[src/rtl/voice_scheduler.sv]
// -----------------------------------------------------------------------------
// voice_scheduler
//
// Three-voice polyphonic allocator with a per-voice attack/hold/decay/release
// envelope. Each decoded key frame (three 8-bit key codes, 0 = no key) is
// processed in five cycles: one release pass, one allocation step per key,
// and one settle step. The settle step is where a pending frame is picked up.
// Envelopes advance on a shared tick from a free-running divider.
//
// Optional feature (compile-time macro VOICE_STEAL_EN):
//   defined   - with no IDLE voice a new key steals the quietest RELEASE voice,
//               or failing that the quietest DECAY voice.
//   undefined - with no IDLE voice a new key is dropped.
//
// Ports:
//   clk          in   system clock
//   reset        in   asynchronous active-high reset
//   frame_valid  in   one-cycle strobe, frame_keys holds a new frame
//   frame_keys   in   {key2,key1,key0}
//   busy         out  allocation FSM not idle
//   voice_note   out  {v2,v1,v0} key code per voice, 0 when idle
//   voice_gain   out  {g2,g1,g0} unsigned gain, 255 = full scale
//   voice_active out  per-voice "envelope not IDLE"
//   voice_count  out  number of active voices
// -----------------------------------------------------------------------------
module voice_scheduler #(
  parameter int TICK_DIV     = 400000,
  parameter int ATTACK_STEP  = 5,
  parameter int HOLD_TICKS   = 50,
  parameter int DECAY_STEP   = 1,
  parameter int SUSTAIN_LVL  = 64,
  parameter int RELEASE_STEP = 4
) (
  input  logic        clk,
  input  logic        reset,
  input  logic        frame_valid,
  input  logic [23:0] frame_keys,
  output logic        busy,
  output logic [23:0] voice_note,
  output logic [23:0] voice_gain,
  output logic [2:0]  voice_active,
  output logic [1:0]  voice_count
);

  typedef enum logic [2:0] {V_IDLE, V_ATTACK, V_HOLD, V_DECAY, V_RELEASE} vstate_e;
  typedef enum logic [2:0] {S_IDLE, S_REL, S_ALLOC0, S_ALLOC1, S_ALLOC2} fsm_e;

  localparam int DIV_W  = (TICK_DIV > 1) ? $clog2(TICK_DIV) : 1;
  localparam int HOLD_W = $clog2(HOLD_TICKS + 1);

  // 9-bit steps so the add/subtract carry shows saturation directly.
  localparam logic [8:0] ATT9 = 9'(ATTACK_STEP);
  localparam logic [8:0] DEC9 = 9'(DECAY_STEP);
  localparam logic [8:0] REL9 = 9'(RELEASE_STEP);
  localparam logic [7:0] SUS8 = 8'(SUSTAIN_LVL);

  // ---------------------------------------------------------------------------
  // Envelope tick divider
  // ---------------------------------------------------------------------------
  logic [DIV_W-1:0] div_cnt;
  logic             tick;

  assign tick = (div_cnt == DIV_W'(TICK_DIV - 1));

  // NOTE: sequential state is written with non-blocking (<=) assignments only,
  // so every flop samples pre-edge values regardless of block ordering.
  always_ff @(posedge clk or posedge reset) begin
    if (reset)     div_cnt <= '0;
    else if (tick) div_cnt <= '0;
    else           div_cnt <= div_cnt + 1'b1;
  end

  // ---------------------------------------------------------------------------
  // State
  // ---------------------------------------------------------------------------
  vstate_e           vs     [3];
  vstate_e           vs_n   [3];
  logic [7:0]        note   [3];
  logic [7:0]        note_n [3];
  logic [7:0]        gain   [3];
  logic [7:0]        gain_n [3];
  logic [HOLD_W-1:0] hold   [3];
  logic [HOLD_W-1:0] hold_n [3];

  fsm_e        state, state_n;
  logic [23:0] cur_keys, cur_n;
  logic [23:0] pend_keys, pend_n;
  logic        pend_valid, pend_valid_n;
  logic        settle, settle_n;

  function automatic logic in_keys(input logic [7:0] n, input logic [23:0] k);
    return (n == k[7:0]) || (n == k[15:8]) || (n == k[23:16]);
  endfunction

  // ---------------------------------------------------------------------------
  // Key under allocation: key k is skipped if zero or a repeat within the frame
  // ---------------------------------------------------------------------------
  logic [7:0] key;
  logic       key_skip;
  logic       alloc_en;

  // NOTE: every variable an always_comb writes gets a default on entry, so no
  // path can leave it holding its old value (which would infer a latch).
  always_comb begin
    key      = cur_keys[7:0];
    key_skip = 1'b0;
    alloc_en = 1'b0;
    case (state)
      S_ALLOC0: begin
        key      = cur_keys[7:0];
        alloc_en = 1'b1;
        key_skip = (key == 8'd0);
      end
      S_ALLOC1: begin
        key      = cur_keys[15:8];
        alloc_en = 1'b1;
        key_skip = (key == 8'd0) || (key == cur_keys[7:0]);
      end
      S_ALLOC2: begin
        key      = cur_keys[23:16];
        alloc_en = !settle;
        key_skip = (key == 8'd0) || (key == cur_keys[7:0]) || (key == cur_keys[15:8]);
      end
      default: ;
    endcase
  end

  // ---------------------------------------------------------------------------
  // Next-state: tick update first, then FSM writes override it per voice
  // ---------------------------------------------------------------------------
  always_comb begin
    logic [8:0] acc;
    logic [2:0] hit;
    logic [2:0] pick;
    logic       found;
`ifdef VOICE_STEAL_EN
    logic [7:0] best;
    best = '0;
`endif
    acc   = '0;
    hit   = '0;
    pick  = '0;
    found = 1'b0;

    state_n      = state;
    cur_n        = cur_keys;
    pend_n       = pend_keys;
    pend_valid_n = pend_valid;
    settle_n     = settle;
    for (int v = 0; v < 3; v++) begin
      vs_n[v]   = vs[v];
      note_n[v] = note[v];
      gain_n[v] = gain[v];
      hold_n[v] = hold[v];
    end

    // Envelope advance
    if (tick) begin
      for (int v = 0; v < 3; v++) begin
        case (vs[v])
          V_ATTACK: begin
            acc = {1'b0, gain[v]} + ATT9;
            if (acc >= 9'd255) begin
              gain_n[v] = 8'd255;
              vs_n[v]   = V_HOLD;
              hold_n[v] = '0;
            end else begin
              gain_n[v] = acc[7:0];
            end
          end
          V_HOLD: begin
            hold_n[v] = hold[v] + 1'b1;
            if (hold_n[v] == HOLD_W'(HOLD_TICKS)) vs_n[v] = V_DECAY;
          end
          V_DECAY: begin
            acc = {1'b0, gain[v]} - DEC9;
            gain_n[v] = (acc[8] || acc[7:0] < SUS8) ? SUS8 : acc[7:0];
          end
          V_RELEASE: begin
            acc = {1'b0, gain[v]} - REL9;
            if (acc[8] || acc[7:0] == 8'd0) begin
              gain_n[v] = 8'd0;
              note_n[v] = 8'd0;
              vs_n[v]   = V_IDLE;
            end else begin
              gain_n[v] = acc[7:0];
            end
          end
          default: ;
        endcase
      end
    end

    // A frame arriving while busy replaces whatever was pending.
    if (frame_valid && state != S_IDLE) begin
      pend_n       = frame_keys;
      pend_valid_n = 1'b1;
    end

    case (state)
      S_IDLE: begin
        if (frame_valid) begin
          cur_n   = frame_keys;
          state_n = S_REL;
        end
      end
      S_REL: begin
        for (int v = 0; v < 3; v++) begin
          if (vs[v] != V_IDLE && vs[v] != V_RELEASE && !in_keys(note[v], cur_keys)) begin
            vs_n[v]   = V_RELEASE;
            gain_n[v] = gain[v];
            note_n[v] = note[v];
          end
        end
        state_n = S_ALLOC0;
      end
      S_ALLOC0: state_n = S_ALLOC1;
      S_ALLOC1: state_n = S_ALLOC2;
      S_ALLOC2: begin
        if (!settle) begin
          settle_n = 1'b1;
        end else begin
          // Settle cycle: chain straight into the next frame if one is waiting;
          // a strobe landing on this very cycle is the newest frame.
          settle_n = 1'b0;
          if (frame_valid) begin
            cur_n        = frame_keys;
            pend_valid_n = 1'b0;
            state_n      = S_REL;
          end else if (pend_valid) begin
            cur_n        = pend_keys;
            pend_valid_n = 1'b0;
            state_n      = S_REL;
          end else begin
            state_n = S_IDLE;
          end
        end
      end
      default: state_n = S_IDLE;
    endcase

    if (alloc_en && !key_skip) begin
      for (int v = 0; v < 3; v++) begin
        if (!found && vs[v] != V_IDLE && note[v] == key) begin
          hit[v] = 1'b1;
          found  = 1'b1;
        end
      end
      if (found) begin
        // Retrigger a releasing voice from its current gain.
        for (int v = 0; v < 3; v++) begin
          if (hit[v] && vs[v] == V_RELEASE) begin
            vs_n[v]   = V_ATTACK;
            gain_n[v] = gain[v];
            note_n[v] = note[v];
            hold_n[v] = '0;
          end
        end
      end else begin
        for (int v = 0; v < 3; v++) begin
          if (!found && vs[v] == V_IDLE) begin
            pick[v] = 1'b1;
            found   = 1'b1;
          end
        end
`ifdef VOICE_STEAL_EN
        // Strict '<' keeps the lowest index on equal gains.
        if (!found) begin
          for (int v = 0; v < 3; v++) begin
            if (vs[v] == V_RELEASE && (!found || gain[v] < best)) begin
              pick    = '0;
              pick[v] = 1'b1;
              found   = 1'b1;
              best    = gain[v];
            end
          end
        end
        if (!found) begin
          for (int v = 0; v < 3; v++) begin
            if (vs[v] == V_DECAY && (!found || gain[v] < best)) begin
              pick    = '0;
              pick[v] = 1'b1;
              found   = 1'b1;
              best    = gain[v];
            end
          end
        end
`endif
        for (int v = 0; v < 3; v++) begin
          if (pick[v]) begin
            vs_n[v]   = V_ATTACK;
            note_n[v] = key;
            gain_n[v] = 8'd0;
            hold_n[v] = '0;
          end
        end
      end
    end
  end

  // ---------------------------------------------------------------------------
  // Registers
  // ---------------------------------------------------------------------------
  // NOTE: the per-voice arrays are only three entries of flops, not RAM, so
  // they are reset explicitly; an aborted frame must leave nothing behind.
  always_ff @(posedge clk or posedge reset) begin
    if (reset) begin
      state      <= S_IDLE;
      cur_keys   <= '0;
      pend_keys  <= '0;
      pend_valid <= 1'b0;
      settle     <= 1'b0;
      for (int v = 0; v < 3; v++) begin
        vs[v]   <= V_IDLE;
        note[v] <= '0;
        gain[v] <= '0;
        hold[v] <= '0;
      end
    end else begin
      state      <= state_n;
      cur_keys   <= cur_n;
      pend_keys  <= pend_n;
      pend_valid <= pend_valid_n;
      settle     <= settle_n;
      for (int v = 0; v < 3; v++) begin
        vs[v]   <= vs_n[v];
        note[v] <= note_n[v];
        gain[v] <= gain_n[v];
        hold[v] <= hold_n[v];
      end
    end
  end

  // ---------------------------------------------------------------------------
  // Outputs
  // ---------------------------------------------------------------------------
  assign busy         = (state != S_IDLE);
  assign voice_note   = {note[2], note[1], note[0]};
  assign voice_gain   = {gain[2], gain[1], gain[0]};
  assign voice_active = {vs[2] != V_IDLE, vs[1] != V_IDLE, vs[0] != V_IDLE};
  assign voice_count  = {1'b0, voice_active[0]} + {1'b0, voice_active[1]}
                      + {1'b0, voice_active[2]};

endmodule

[config.mk]
export PLATFORM = sky130hd
export DESIGN_NAME = voice_scheduler
export DESIGN_NICKNAME = d
export VERILOG_FILES = /design/src/rtl/voice_scheduler.sv
export SDC_FILE = /design/constraint.sdc
export NUM_CORES = 1
export LEC_CHECK = 0
export ABC_CLOCK_PERIOD_IN_PS = 5230
export BUFFER_PORTS_ARGS = -buffer_cell sky130_fd_sc_hd__buf_4
export CAP_MARGIN = 30
export CORE_MARGIN = 2
export CORE_UTILIZATION = 56
export CTS_CLUSTER_SIZE = 28
export DETAILED_ROUTE_END_ITERATION = 16
export GPL_ROUTABILITY_DRIVEN = 0
export GPL_TIMING_DRIVEN = 1
export PLACE_DENSITY = 0.81
export SYNTH_ARGS = -nofsm -noshare
export SYNTH_HDL_FRONTEND = slang
export SYNTH_SLANG_ARGS = --single-unit
[constraint.sdc]
create_clock -name clk -period 5.23 [get_ports clk]
set_input_delay 1.046 -clock clk [delete_from_list [all_inputs] [get_ports clk]]
set_output_delay 1.046 -clock clk [all_outputs]
set_load 0.05 [all_outputs]
**Word level (Yosys, flattened, before mapping)**

Index checks and enable logic that the tools add are counted.

- Register bits: 147
- Input bits: 27
- Output and inout bits: 54
- Word-level logic and storage cells: 271

- $add $sub $neg: 15
- Order comparisons: 6
- Eq/ne operators: 44
- Mux-type cells: 126
- Reduce and logical (&&, ||, !) cells: 62

Operator list:

| cell | number |
|---|---|
| two-way mux 24 bit | 12 |
| two-way mux 8 bit | 33 |
| == test 8 bit | 15 |
| one-hot mux 8 bit (3 select lines) | 3 |
| two-way mux 3 bit | 20 |
| two-way mux 18 bit | 3 |
| two-way mux 6 bit | 9 |
| zero test 8 bit | 6 |
| one-hot mux 24 bit (2 select lines) | 1 |
| two-way mux 9 bit | 4 |
| one-hot mux 6 bit (2 select lines) | 3 |
| two-way mux 1 bit | 30 |
| adder 8 x 3 -> 9 bit, second input constant | 3 |
| >= comparator 9 x 8 -> 1 bit, second input constant | 3 |
| one-hot mux 3 bit (3 select lines) | 3 |
| subtractor 8 x 1 -> 9 bit, second input constant | 3 |
| subtractor 8 x 3 -> 9 bit, second input constant | 3 |
| == test 3 x 2 -> 1 bit, second input constant | 8 |
| less-than comparator 8 x 7 -> 1 bit, second input constant | 3 |
| != test 3 bit, second input constant | 7 |
| adder 19 x 1 -> 19 bit, second input constant | 1 |
| == test 19 bit, second input constant | 1 |
| logical AND 1 bit | 19 |
| two-way mux 19 bit | 1 |
| other kinds (19) | 59 |

**Depth between registers and ports, before layout**

Gate-level depths: netlist (run 1).

- Depth after elaboration: 35
- Depth in mapped cells: 13
- Depth with buffers taken out: 11

**Worst setup path before layout (run 1)**

OpenSTA, ideal clock, no wires.

- Kind: register to register
- Start: register gain, in the netlist voice_gain[18]
- End: register gain, in the netlist voice_gain[19]
- Setup time: 0.124 ns
- Arrival: 3.148 ns
- Data required time: 5.106 ns
- Setup slack: 1.958 ns
- Stages on the path, launching flop included: 12
- Path buffers: 1
- Clock period less this slack: 3.272 ns
- Cells stage by stage: dfrtp_1 -> buf_2 -> inv_1 -> ha_1 -> or3b_2 -> nor2_1 -> a221oi_1 -> o41ai_4 -> o32ai_2 -> a2111oi_2 -> nor3_1 -> a211o_1

- Cells in the longest elaborated chain, start to end: 11
- Elaborated cells on any way between the ends: 19
- Those cells by class: add/sub (3); order compare (2); mux (11); reduce/logical (3)

RTL lines:

| what | line | RTL |
|---|---|---|
| start: declaration | 80 | `logic [7:0] gain [3];` |
| start signal: indexed assignment | 328 | `gain[v] <= gain_n[v];` |
| subtractor 8 x 1 -> 9 bit / subtractor 8 x 3 -> 9 bit (equally long branches) | 176, 180 |  |
| less-than comparator 8 x 7 -> 1 bit / zero test 8 bit (equally long branches) | 177, 181 |  |
| logical OR 1 bit, on equally long branches | 177, 181 |  |
| two-way mux 8 bit, on equally long branches | 177, 181 |  |
| one-hot mux 8 bit (3 select lines) * | 160 | `case (vs[v])` |
| two-way mux 24 bit * | 158 | `if (tick) begin` |
| two-way mux 8 bit | 209 | `if (vs[v] != V_IDLE && vs[v] != V_RELEASE && !in_keys(note[v], cur_keys)) begin` |
| two-way mux 24 bit * | 200 | `case (state)` |
| two-way mux 8 bit, on equally long branches | 290, 252 |  |
| two-way mux 24 bit | 249 | `if (found) begin` |
| two-way mux 24 bit * | 242 | `if (alloc_en && !key_skip) begin` |

Mark *: on every way between the ends. The rest lies on a longest branch, timed or not. The select of a mux whose other input is x is not followed.
A chain may end at the register's enable or synchronous reset.

**Final worst setup path (run 1)**

- Start: register state[2]
- End: register note, in the netlist voice_note[20]

- Cells in the longest elaborated chain, start to end: 34
- Elaborated cells on any way between the ends: 50
- Those cells by class: eq/ne (8); mux (25); reduce/logical (17)

RTL lines:

| what | line | RTL |
|---|---|---|
| start: declaration | 85 | `fsm_e state, state_n;` |
| start signal: assignment | 320 | `state <= state_n;` |
| == test 3 bit / == test 3 x 2 -> 1 bit (equally long branches) | 108 | `case (state)` |
| one-hot mux 8 bit (2 select lines) | 108 |  |
| == test 8 bit | 244 | `if (!found && vs[v] != V_IDLE && note[v] == key) begin` |
| logical AND 1 bit | 244 |  |
| two-way mux 1 bit | 244 |  |
| two-way mux 1 bit | 242 |  |
| zero test 1 bit | 244 |  |
| logical AND 1 bit (2 in series) | 244 |  |
| (+17 left out) | -- |  |
| zero test 1 bit | 261 | `if (!found && vs[v] == V_IDLE) begin` |
| logical AND 1 bit | 261 |  |
| two-way mux 1 bit | 261 |  |
| two-way mux 1 bit | 249 |  |
| two-way mux 1 bit | 242 |  |
| two-way mux 8 bit | 290 | `if (pick[v]) begin` |
| two-way mux 24 bit | 249 |  |
| two-way mux 24 bit | 242 |  |
| end signal: indexed assignment | 327 | `note[v] <= note_n[v];` |
| end: declaration | 78 | `logic [7:0] note [3];` |

Several ways; a longest one is shown, not always the timed one. The select of a mux whose other input is x is not followed.

==> results.md, run 1 <==
* R2R setup slack at 1190 ps
* Pins over their slew limit at 0
* Rows at 51
* Length of the first detailed-routing pass in iterations at 6
* Leak at 5.02 nW
* Final HPWL DP at 20400 µm
* Setup-failing EPs final at 0
* CP Capture Type: flip-flop
* Total gr overflow at 0
* Synth Cell Area at 11100 µm²
* Latest clock arrival within the worst-skew pair at 430 ps
* Clock root cell: clkbuf_16
* FF+latch count, synth at 147
* Share of layout cells above drive strength 1 at 0.139
* First-pass GRT wire length at 47900 µm
* Yosys warns at 0
* Htree depth at 4
* Crit-path max FO at 37
* R2r endpoint: voice_note[20]$_DFFE_PP0P_
* Final period utilization at 0.772
* Seq/Total Area, Yosys at 0.331
* Vias per std cell at 6.37
* Post-route setup slack at 1190 ps
* Worst-path clk slew at 70 ps
* Worst Tran Pin Value at 1050 ps
* Status: finished, final reports clean
* CTS tree: built
* Die area at 21000 µm²
* Setup crit end: voice_note[20]$_DFFE_PP0P_
* Remaining DRCs at 0
* RR Startpoint: state[2]$_DFFE_PP0P_
* CTS sink cnt at 147
* Startpoint types: flip-flop
* Critical path launch point: state[2]$_DFFE_PP0P_
* Pre-CTS setup slack at 1270 ps
* Post-Route Skew at 17.8 ps
* Endpoints failing hold at 0
* Number of synthesized flops with an enable pin at 0
* Syn_nets at 1350
* Slew margin rel. at 0.299
* Worst path max stage delay at 1040 ps
* Vias at 10000
* 1st-iter DRT viols at 1038
* Starting Density at 0.570
* Fin nets at 1351
* Core ar. at 19500 µm²
* Die Height at 145 µm
* Fillers at 1608
* Yosys cell types at 88
* Routed len/inst at 18.7 µm
* Total wire length at 29300 µm
* Num CTS Buffers at 17
* Cts repair resizes at 0
* CTS Hold Bufs at 0
* Clock buffer depth at 2
* Boundary pin count at 81
* Synth Instances at 1291
* Max Cap Viol at 0
* CP arrival at 4350 ps
* Initial antenna violation count at 0
* Total GRT Usage at 0.288
* Die width at 145 µm
* Area grow syn2layout at 10.1%
* Ys async rst share at 1.00
* Critical path cell sequence: and2_0 -> a221oi_1 -> o21ai_1 -> xnor2_1 -> nor3_1 -> a41o_2 -> nor3_2 -> o21ba_2 -> a22o_1
* Post CTS Setup Buffer Count at 0
* Antenna viol nets, final at 0
* IR drop worst, VDD at 0.000391 V
* Fmax at 0.248 GHz
* CP max-delay cell: dfrtp_1
* Setup TNS at 0 ps
* Hold crit path type: reg -> reg
* PwrDens at 530 nW/µm²
* Antenna diode count at 0
* Worst EP required at 5540 ps
* Port Buffers at 80
* RSZ-0062 raised after global routing: false
* R2R depth at 9
* Synthesized area per cell at 8.60 µm²
* Pin count of the biggest net entering global routing at 67
* Number of global-route vias before repair at 9366
* Crit Path Class: reg -> reg
* Crit path time final at 4040 ps
* Main synth FF type: dfrtp_1
power by group:
group          internal, mW  switching [mW]
clock                 0.750           0.489
combinational          1.24            1.70
sequential             1.44           0.844
through the flow:
step	cell area (µm²)	total power [mW]	hold slack, ps	instances	utilization
floorplan	11100	4.45	439	1291	-
global placement	11600	5.04	460	1536	0.597
detailed placement	11600	5.16	461	1537	0.597
CTS	12200	6.43	474	1569	0.628
global route	12200	6.81	511	1570	0.628
finish	12200	6.47	469	1570	0.628
synth_stat cells (8+ instances only):
cell type,instances,area share
mux2i_1,28,0.025
nor3b_1,9,0.0061
dfrtp_1,147,0.33
a21oi_1,84,0.038
a211oi_1,18,0.012
xor2_1,58,0.046
o21ai_0,53,0.024
nor2_1,119,0.040
a221oi_1,10,0.0079
nor4_1,20,0.011
nor2b_1,9,0.0051
mux2_2,26,0.026
buf_2,33,0.015
nor3_1,46,0.021
clkbuf_1,63,0.021
o31ai_1,8,0.0054
or3_1,15,0.0085
nand2b_1,12,0.0068
a22o_1,23,0.018
ha_1,31,0.035
nand4_1,25,0.014
nand2_1,77,0.026
nand3_1,33,0.015
o22ai_1,15,0.0085
inv_1,57,0.019
and3_1,14,0.0079
a31oi_1,16,0.0090
a22oi_1,9,0.0061
xnor2_1,99,0.078
final cells by class:
class                           instances  area (µm²)  area share
Sequential cell                       147        3680       0.301
Clock inverter                         13         159      0.0130
Clock buffer                           19         433      0.0354
Timing Repair Buffer                   90         681      0.0557
Multi-Input combinational cell        978        6720       0.550
Tap cell                              265         332      0.0271
Inverter                               58         223      0.0182
state kept, by name (all words and copies together), names as in the netlist, 3 cells and up:
register	cells
div_cnt	19
state	3
vs	9
hold	18
voice_gain	24
cur_keys	24
voice_note	24
pend_keys	24
worst min-delay path by stage:
stage | end | depth (start not counted) | start | slack [ps]
2_1_floorplan | div_cnt[4]$_DFF_PP0_ | 1 | div_cnt[4]$_DFF_PP0_ | 440
3_3_place_gp | div_cnt[4]$_DFF_PP0_ | 1 | div_cnt[4]$_DFF_PP0_ | 460
3_5_place_dp | div_cnt[4]$_DFF_PP0_ | 1 | div_cnt[4]$_DFF_PP0_ | 460
4_1_cts | div_cnt[4]$_DFF_PP0_ | 1 | div_cnt[4]$_DFF_PP0_ | 470
5_1_grt | pend_keys[22]$_DFFE_PP0P_ | 1 | pend_keys[22]$_DFFE_PP0P_ | 510
6_report | div_cnt[4]$_DFF_PP0_ | 1 | div_cnt[4]$_DFF_PP0_ | 470
worst max-delay path, delay by kind of cell, from the launching register on:
family,cells,cell delay (ps)
DFF,1,1040
AOI/OAI and AO/OA,5,1390
xor gates and xnor gates,1,190
and+or+nand+nor,3,1290
cell families (layout without fill, tap and decap cells):
group,count (synthesis),after routing,share of synthesized area
AOI/OAI and AO/OA,312,312,0.194
buffers and inverters,166,180,0.0639
xor gates and xnor gates,157,157,0.124
adders and majority gates,32,32,0.0367
and+or+nand+nor,422,422,0.197
muxes,55,55,0.0537
DFF,147,147,0.331
cell usage in the layout (no fill, tap or decap), types with 18 or more instances in the layout:
cell and count:
dfrtp_1 147, nor2_1 117, xnor2_1 99, buf_4 88, a21oi_1 84, nand2_1 77
xor2_1 58, inv_1 56, o21ai_0 53, nor3_1 46, nand3_1 33, ha_1 31
mux2i_1 28, mux2_2 26, nand4_1 25, a22o_1 23, nor4_1 20, a211oi_1 18
metal layers:
metal / part of all wire / global-route usage
met3: 0.091 / 0.0490
met4: 0.030 / 0.109
met1: 0.42 / 0.395
met2: 0.46 / 0.458
met5: 0 / 0
Power figures use the tool's default switching activity.
==> inputs of run 2 (changes only) <==
--- a/config.mk
+++ b/config.mk
@@ -5,7 +5,7 @@
 export SDC_FILE = /design/constraint.sdc
 export NUM_CORES = 1
 export LEC_CHECK = 0
-export ABC_CLOCK_PERIOD_IN_PS = 5230
+export ABC_CLOCK_PERIOD_IN_PS = 3600
 export BUFFER_PORTS_ARGS = -buffer_cell sky130_fd_sc_hd__buf_4
 export CAP_MARGIN = 30
 export CORE_MARGIN = 2
==> constraint.sdc (replaced) <==
create_clock -name clk -period 3.6 [get_ports clk]
set_input_delay 0.72 -clock clk [delete_from_list [all_inputs] [get_ports clk]]
set_output_delay 0.72 -clock clk [all_outputs]
set_load 0.05 [all_outputs]
==> run 2 against run 1 <==
Against the previous run:
- via count is essentially flat
- count of clock-buffer cells in the layout decreased by 2
- combinational power is 51% higher
- worst hold slack improved by 7.7 ps
- sequential power is 41% higher
- register-to-register slack got worse by 960 ps
- sequential share of layout area shrank 0.42 points
- largest power group unchanged
- highest routed layer unchanged
==> results.md, run 2 (synthesis gave the netlist of run 1 again) <==
* Remaining DRCs at 0 (unchanged)
* Worst EP required at 3960 ps (-1580 ps)
* R2R depth at 10 (+1)
* Commonest cells after routing, fill and taps aside: dfrtp_1 (145), nor2_1 (116), buf_4 (113)
* Crit Path Class: reg -> reg
* Clock buffer depth at 2 (unchanged)
* 1st-iter DRT viols at 874 (-16%)
* Critical path depth at 10 (+1)
* CTS sink cnt at 147 (unchanged)
* Setup crit end: voice_note[9]$_DFFE_PP0P_
* RR Startpoint: state[2]$_DFFE_PP0P_
* RSZ-0062 raised after global routing: false
* Core ar. at 19500 µm² (unchanged)
* M1 WL at 12400 µm (+1.5%)
* Port Buffers at 80 (unchanged)
* Num CTS Buffers at 17 (unchanged)
* Final period utilization at 0.937 (+0.165)
* R2R setup slack at 230 ps (-960 ps)
* IR drop worst, VDD at 0.000601 V (+54%)
* Met3 wire length at 2300 µm (-14%)
* CTS tree: built
* Total wire length at 29200 µm (-0.35%)
* Pin count of the biggest net entering global routing at 148 (+120%)
* Fin nets at 1375 (+1.8%)
* Max Cap Viol at 0 (unchanged)
* Die area at 21000 µm² (unchanged)
* Rows at 51 (unchanged)
* Starting Density at 0.570 (unchanged)
* FF+latch area at 3680 µm² (about the same)
* Placed Area at 11800 µm² (+1.6%)
* Worst Tran Pin Value at 987 ps (-64.4 ps)
* Worst path max stage delay at 490 ps (-550 ps)
* Commonest non-fill, non-tap cell in the layout: dfrtp_1
* Die width at 145 µm (unchanged)
* Total GRT Usage at 0.288 (-0.000417)
* Slew margin rel. at 0.341 (+0.0414)
* Crit-path max FO at 19 (-49%)
* PwrDens at 760 nW/µm² (+43%)
* Critical path launch point: state[2]$_DFFE_PP0P_
* Footprint of the multi-input gates at 6730 µm² (+0.19%)
* Share of layout cells above drive strength 1 at 0.160 (+0.0208)
* Endpoints failing hold at 0 (unchanged)
* CP max-delay cell: o21ai_1
* Area grow syn2layout at 11.8%
* Length of the first detailed-routing pass in iterations at 5 (-1)
* Final HPWL DP at 20700 µm (+1.3%)
* Number of global-route vias before repair at 9336 (-0.32%)
* Clock root cell: clkbuf_16
* Status: finished, final reports clean
* Metal2 WL at 13700 µm (+0.55%)
* Boundary pin count at 81 (unchanged)
* Vias per std cell at 6.28 (-1.5%)
* R2r endpoint: voice_note[9]$_DFFE_PP0P_
* Hold crit path type: reg -> reg
* Routed len/inst at 18.3 µm (-1.9%)
* Pins over their slew limit at 0 (unchanged)
* Top delay family on crit path: compound AO/OA/AOI/OAI gates
* Setup-failing EPs final at 0 (unchanged)
* Fillers at 1636 (+1.7%)
* CP Capture Type: flip-flop
* Bufs and invs on worst path at 1 (+1)
* Leak at 5.13 nW (+2.2%)
* Post-Route Skew at 9.11 ps (-8.73 ps)
* Tot Pwr at 9.43 mW (+46%)
* CP arrival at 3730 ps (-620 ps)
* Total gr overflow at 0 (unchanged)
* Setup TNS at 0 ps (unchanged)
* Initial antenna violation count at 0 (unchanged)
* Die Height at 145 µm (unchanged)
* Startpoint types: flip-flop
* Critical path cell sequence: buf_4 -> nor3b_1 -> a21oi_1 -> o21ai_1 -> xor2_1 -> nand4_1 -> or3_1 -> or3_4 -> a41oi_2 -> a22o_1
* First-pass GRT wire length at 47700 µm (-0.53%)
* Top routing layer in use: met4
* Latest clock arrival within the worst-skew pair at 430 ps (about the same)
* Htree depth at 4 (unchanged)
* Design Area, Final at 12400 µm² (+1.5%)
* Antenna diode count at 0 (unchanged)
* Worst-path clk slew at 60 ps (about the same)
* Vias at 10000 (+0.030%)
* Crit path time final at 3370 ps (-667 ps)
* Fmax at 0.296 GHz (+20%)
* Antenna viol nets, final at 0 (unchanged)
run 2: routing by layer:
layer / GRT usage / vias up
met1: 0.386 / 4823
met3: 0.0480 / 82
met4: 0.121 / 0
li1: - / 4652
met2: 0.463 / 447
met5: 0 / -
run 2: timing repair:
action / 4_1_cts / 5_1_grt
setup buffers: 0 / 1
gates resized for setup: 0 / 5
hold buffers: 0 / 0
endpoints found under the setup margin: 0 / 52
run 2: how the worst min path moves through the flow:
stage	cells past startpoint	slack [ps]	end	start
2_1_floorplan	1	440	div_cnt[4]$_DFF_PP0_	div_cnt[4]$_DFF_PP0_
3_3_place_gp	1	460	div_cnt[4]$_DFF_PP0_	div_cnt[4]$_DFF_PP0_
3_5_place_dp	1	470	div_cnt[4]$_DFF_PP0_	div_cnt[4]$_DFF_PP0_
4_1_cts	1	480	div_cnt[4]$_DFF_PP0_	div_cnt[4]$_DFF_PP0_
5_1_grt	1	500	div_cnt[4]$_DFF_PP0_	div_cnt[4]$_DFF_PP0_
6_report	1	480	div_cnt[4]$_DFF_PP0_	div_cnt[4]$_DFF_PP0_
run 2: metrics by stage:
stage / setup slack (ps) / instances / hold WS [ps] / utilization
finish: 227 / 1594 / 476 / 0.637
global route: 35.3 / 1594 / 502 / 0.637
CTS: 102 / 1593 / 480 / 0.636
detailed placement: 113 / 1561 / 467 / 0.607
global placement: 263 / 1561 / 460 / 0.607
floorplan: 328 / 1291 / 439 / -
run 2: area by class of cell:
class	instances	share of cell area
tap	265	0.0267
inverter	58	0.0179
timing repair buffer	114	0.0700
multi-input combinational	978	0.543
clock buffer	17	0.0343
sequential	147	0.297
clock inverter	15	0.0119
run 2: report_power, final:
part,internal (mW),switching (mW)
clock network,0.970,0.761
registers,2.10,1.14
logic,1.87,2.58
==> inputs of run 3 (changes only) <==
--- a/config.mk
+++ b/config.mk
@@ -8,13 +8,13 @@
 export ABC_CLOCK_PERIOD_IN_PS = 3600
 export BUFFER_PORTS_ARGS = -buffer_cell sky130_fd_sc_hd__buf_4
 export CAP_MARGIN = 30
-export CORE_MARGIN = 2
-export CORE_UTILIZATION = 56
+export CORE_MARGIN = 1.5
+export CORE_UTILIZATION = 25
 export CTS_CLUSTER_SIZE = 28
 export DETAILED_ROUTE_END_ITERATION = 16
 export GPL_ROUTABILITY_DRIVEN = 0
 export GPL_TIMING_DRIVEN = 1
-export PLACE_DENSITY = 0.81
+export PLACE_DENSITY = 0.44
 export SYNTH_ARGS = -nofsm -noshare
 export SYNTH_HDL_FRONTEND = slang
 export SYNTH_SLANG_ARGS = --single-unit
==> constraint.sdc (replaced) <==
create_clock -name clk -period 3.6 [get_ports clk]
set_input_delay 0.72 -clock clk [delete_from_list [all_inputs] [get_ports clk]]
set_output_delay 0.72 -clock clk [all_outputs]
set_load 0.1 [all_outputs]
==> run 3 against run 2 <==
Against the previous run:
- design area is 5.3% higher
- non-clock buffer count is 29 higher
- worst hold slack worse by 98 ps
- routed wire length is 18% higher
- fmax is 1.3% higher
- critical endpoint is now voice_gain[7]$_DFFE_PP0P_
- sequential share of layout area is 1.5 points lower
==> results.md, run 3 (synthesis gave the netlist of run 1 again) <==
* RR Startpoint: cur_keys[17]$_DFFE_PP0P_
* R2R setup slack at 270 ps (+40 ps)
* Commonest cells after routing, fill and taps aside: dfrtp_1 (146), buf_4 (142), nor2_1 (117)
* Design Area, Final at 13100 µm² (+5.3%)
* Routed len/inst at 17.7 µm (-3.6%)
* Post-route setup slack at 269 ps (+42.5 ps)
* Hold crit path type: in -> async
* 1st-iter DRT viols at 800 (-8.5%)
* Boundary pin count at 81 (unchanged)
* CTS tree: built
* First-pass GRT wire length at 54200 µm (+14%)
* Pins over their slew limit at 0 (unchanged)
* Antenna viol nets, final at 0 (unchanged)
* Startpoint types: flip-flop
* Placed Area at 12400 µm² (+5.4%)
* Total wire length at 34500 µm (+18%)
* Setup-failing EPs final at 0 (unchanged)
* Fmax at 0.300 GHz (+1.3%)
* Max Cap Viol at 0 (unchanged)
* Clock root cell: clkbuf_16
* CTS sink cnt at 147 (unchanged)
* CP Capture Type: flip-flop
* Fillers at 4729 (+190%)
* Tot Pwr at 10.5 mW (+11%)
* Post-Route Skew at 11.6 ps (+2.44 ps)
* Htree depth at 4 (unchanged)
* Starting Density at 0.252 (-0.318)
* Worst Tran Pin Value at 779 ps (-208 ps)
* Remaining DRCs at 0 (unchanged)
* Critical path launch point: cur_keys[17]$_DFFE_PP0P_
* Final HPWL DP at 25500 µm (+23%)
* PwrDens at 803 nW/µm² (+5.7%)
* Crit path time final at 3330 ps (-42.5 ps)
* Die Height at 214 µm (+48%)
* IR drop worst, VDD at 0.000538 V (-10%)
* CTS Hold Bufs at 0 (unchanged)
* Setup TNS at 0 ps (unchanged)
* Pin count of the biggest net entering global routing at 63 (-57%)
* Num CTS Buffers at 17 (unchanged)
* Final period utilization at 0.925 (-0.0118)
* Number of global-route vias before repair at 9339 (+0.032%)
* Commonest non-fill, non-tap cell in the layout: dfrtp_1
* Cts repair resizes at 0 (unchanged)
* Worst EP required at 3920 ps (-40 ps)
* Leak at 5.29 nW (+3.2%)
* Status: finished, final reports clean
* Initial antenna violation count at 0 (unchanged)
* Latest clock arrival within the worst-skew pair at 440 ps (about the same)
* Length of the first detailed-routing pass in iterations at 5 (unchanged)
* Post CTS Setup Buffer Count at 0 (unchanged)
* Pre-CTS setup slack at 136 ps (+23.2 ps)
* Crit Path Class: reg -> reg
* Die area at 45700 µm² (+120%)
* Endpoints failing hold at 0 (unchanged)
* CP arrival at 3650 ps (-80 ps)
* Total gr overflow at 0 (unchanged)
* Vias per std cell at 4.97 (-21%)
* Fin nets at 1404 (+2.1%)
* Port Buffers at 80 (unchanged)
* Die width at 214 µm (+48%)
* Area grow syn2layout at 17.7%
* Total GRT Usage at 0.153 (-0.135)
* Vias at 9690 (-3.1%)
* Crit-path max FO at 10 (-9)
* Slew margin rel. at 0.478 (+0.138)
* Share of layout cells above drive strength 1 at 0.175 (+0.0151)
* Core ar. at 44000 µm² (+130%)
* Antenna diode count at 0 (unchanged)
* Clock buffer depth at 2 (unchanged)
* Worst-path clk slew at 70 ps (about the same)
* Rows at 77 (+51%)
* RSZ-0062 raised after global routing: false
==> run 3: worst max-delay path: stages (launching register included) <==
cell	delay (ps)
dfrtp_1	670
xnor2_1	120
nand4_1	110
nor2_1	60
a211oi_1	300
o221ai_1	280
buf_4	250
or4_1	770
a21o_1	330
a211o_1	320
==> run 3: report_power, final <==
group / switching [mW] / internal [mW] / leakage, nW
logic: 3.37 / 1.97 / 3.14
registers: 1.15 / 2.10 / 1.85
clock network: 0.788 / 1.12 / 0.298
total: 5.31 / 5.19 / 5.29
==> run 3: per-stage QoR <==
| step | instances | utilization | hold slack [ps] |
|---|---|---|---|
| 2_1_floorplan | 1291 | - | 439 |
| 3_3_place_gp | 1918 | 0.283 | 458 |
| 3_5_place_dp | 1918 | 0.283 | 457 |
| 4_1_cts | 1949 | 0.297 | 384 |
| 5_1_grt | 1949 | 0.297 | 427 |
| 6_report | 1949 | 0.297 | 378 |
==> run 3: layout make-up <==
cell class / instances / area (µm²) / area share
clock inverters: 13 / 173 / 0.0132
well taps: 592 / 741 / 0.0567
repair buffers: 143 / 1090 / 0.0831
multi-input cells: 978 / 6730 / 0.515
clock buffers: 18 / 439 / 0.0336
flip-flops and latches: 147 / 3680 / 0.282
inverters: 58 / 221 / 0.0169
==> run 3: layer usage <==
layer  GRT usage  share of wire  wire length (µm)
met3      0.0239          0.041              1420
met1       0.217           0.48             16600
met4      0.0440          0.019               662
met5           0              0                 0
met2       0.239           0.46             15800
==> run 3: path summary, 6_finish.rpt <==
| check | to | cells after the start |
|---|---|---|
| max | voice_gain[7]$_DFFE_PP0P_ | 9 |
| min | pend_keys[1]$_DFFE_PP0P_ | 2 |
| max reg2reg | voice_gain[7]$_DFFE_PP0P_ | 9 |
| min reg2reg | div_cnt[4]$_DFF_PP0_ | 1 |
| max in group asynchronous | div_cnt[8]$_DFF_PP0_ | 3 |
| min in group clk | div_cnt[4]$_DFF_PP0_ | 1 |
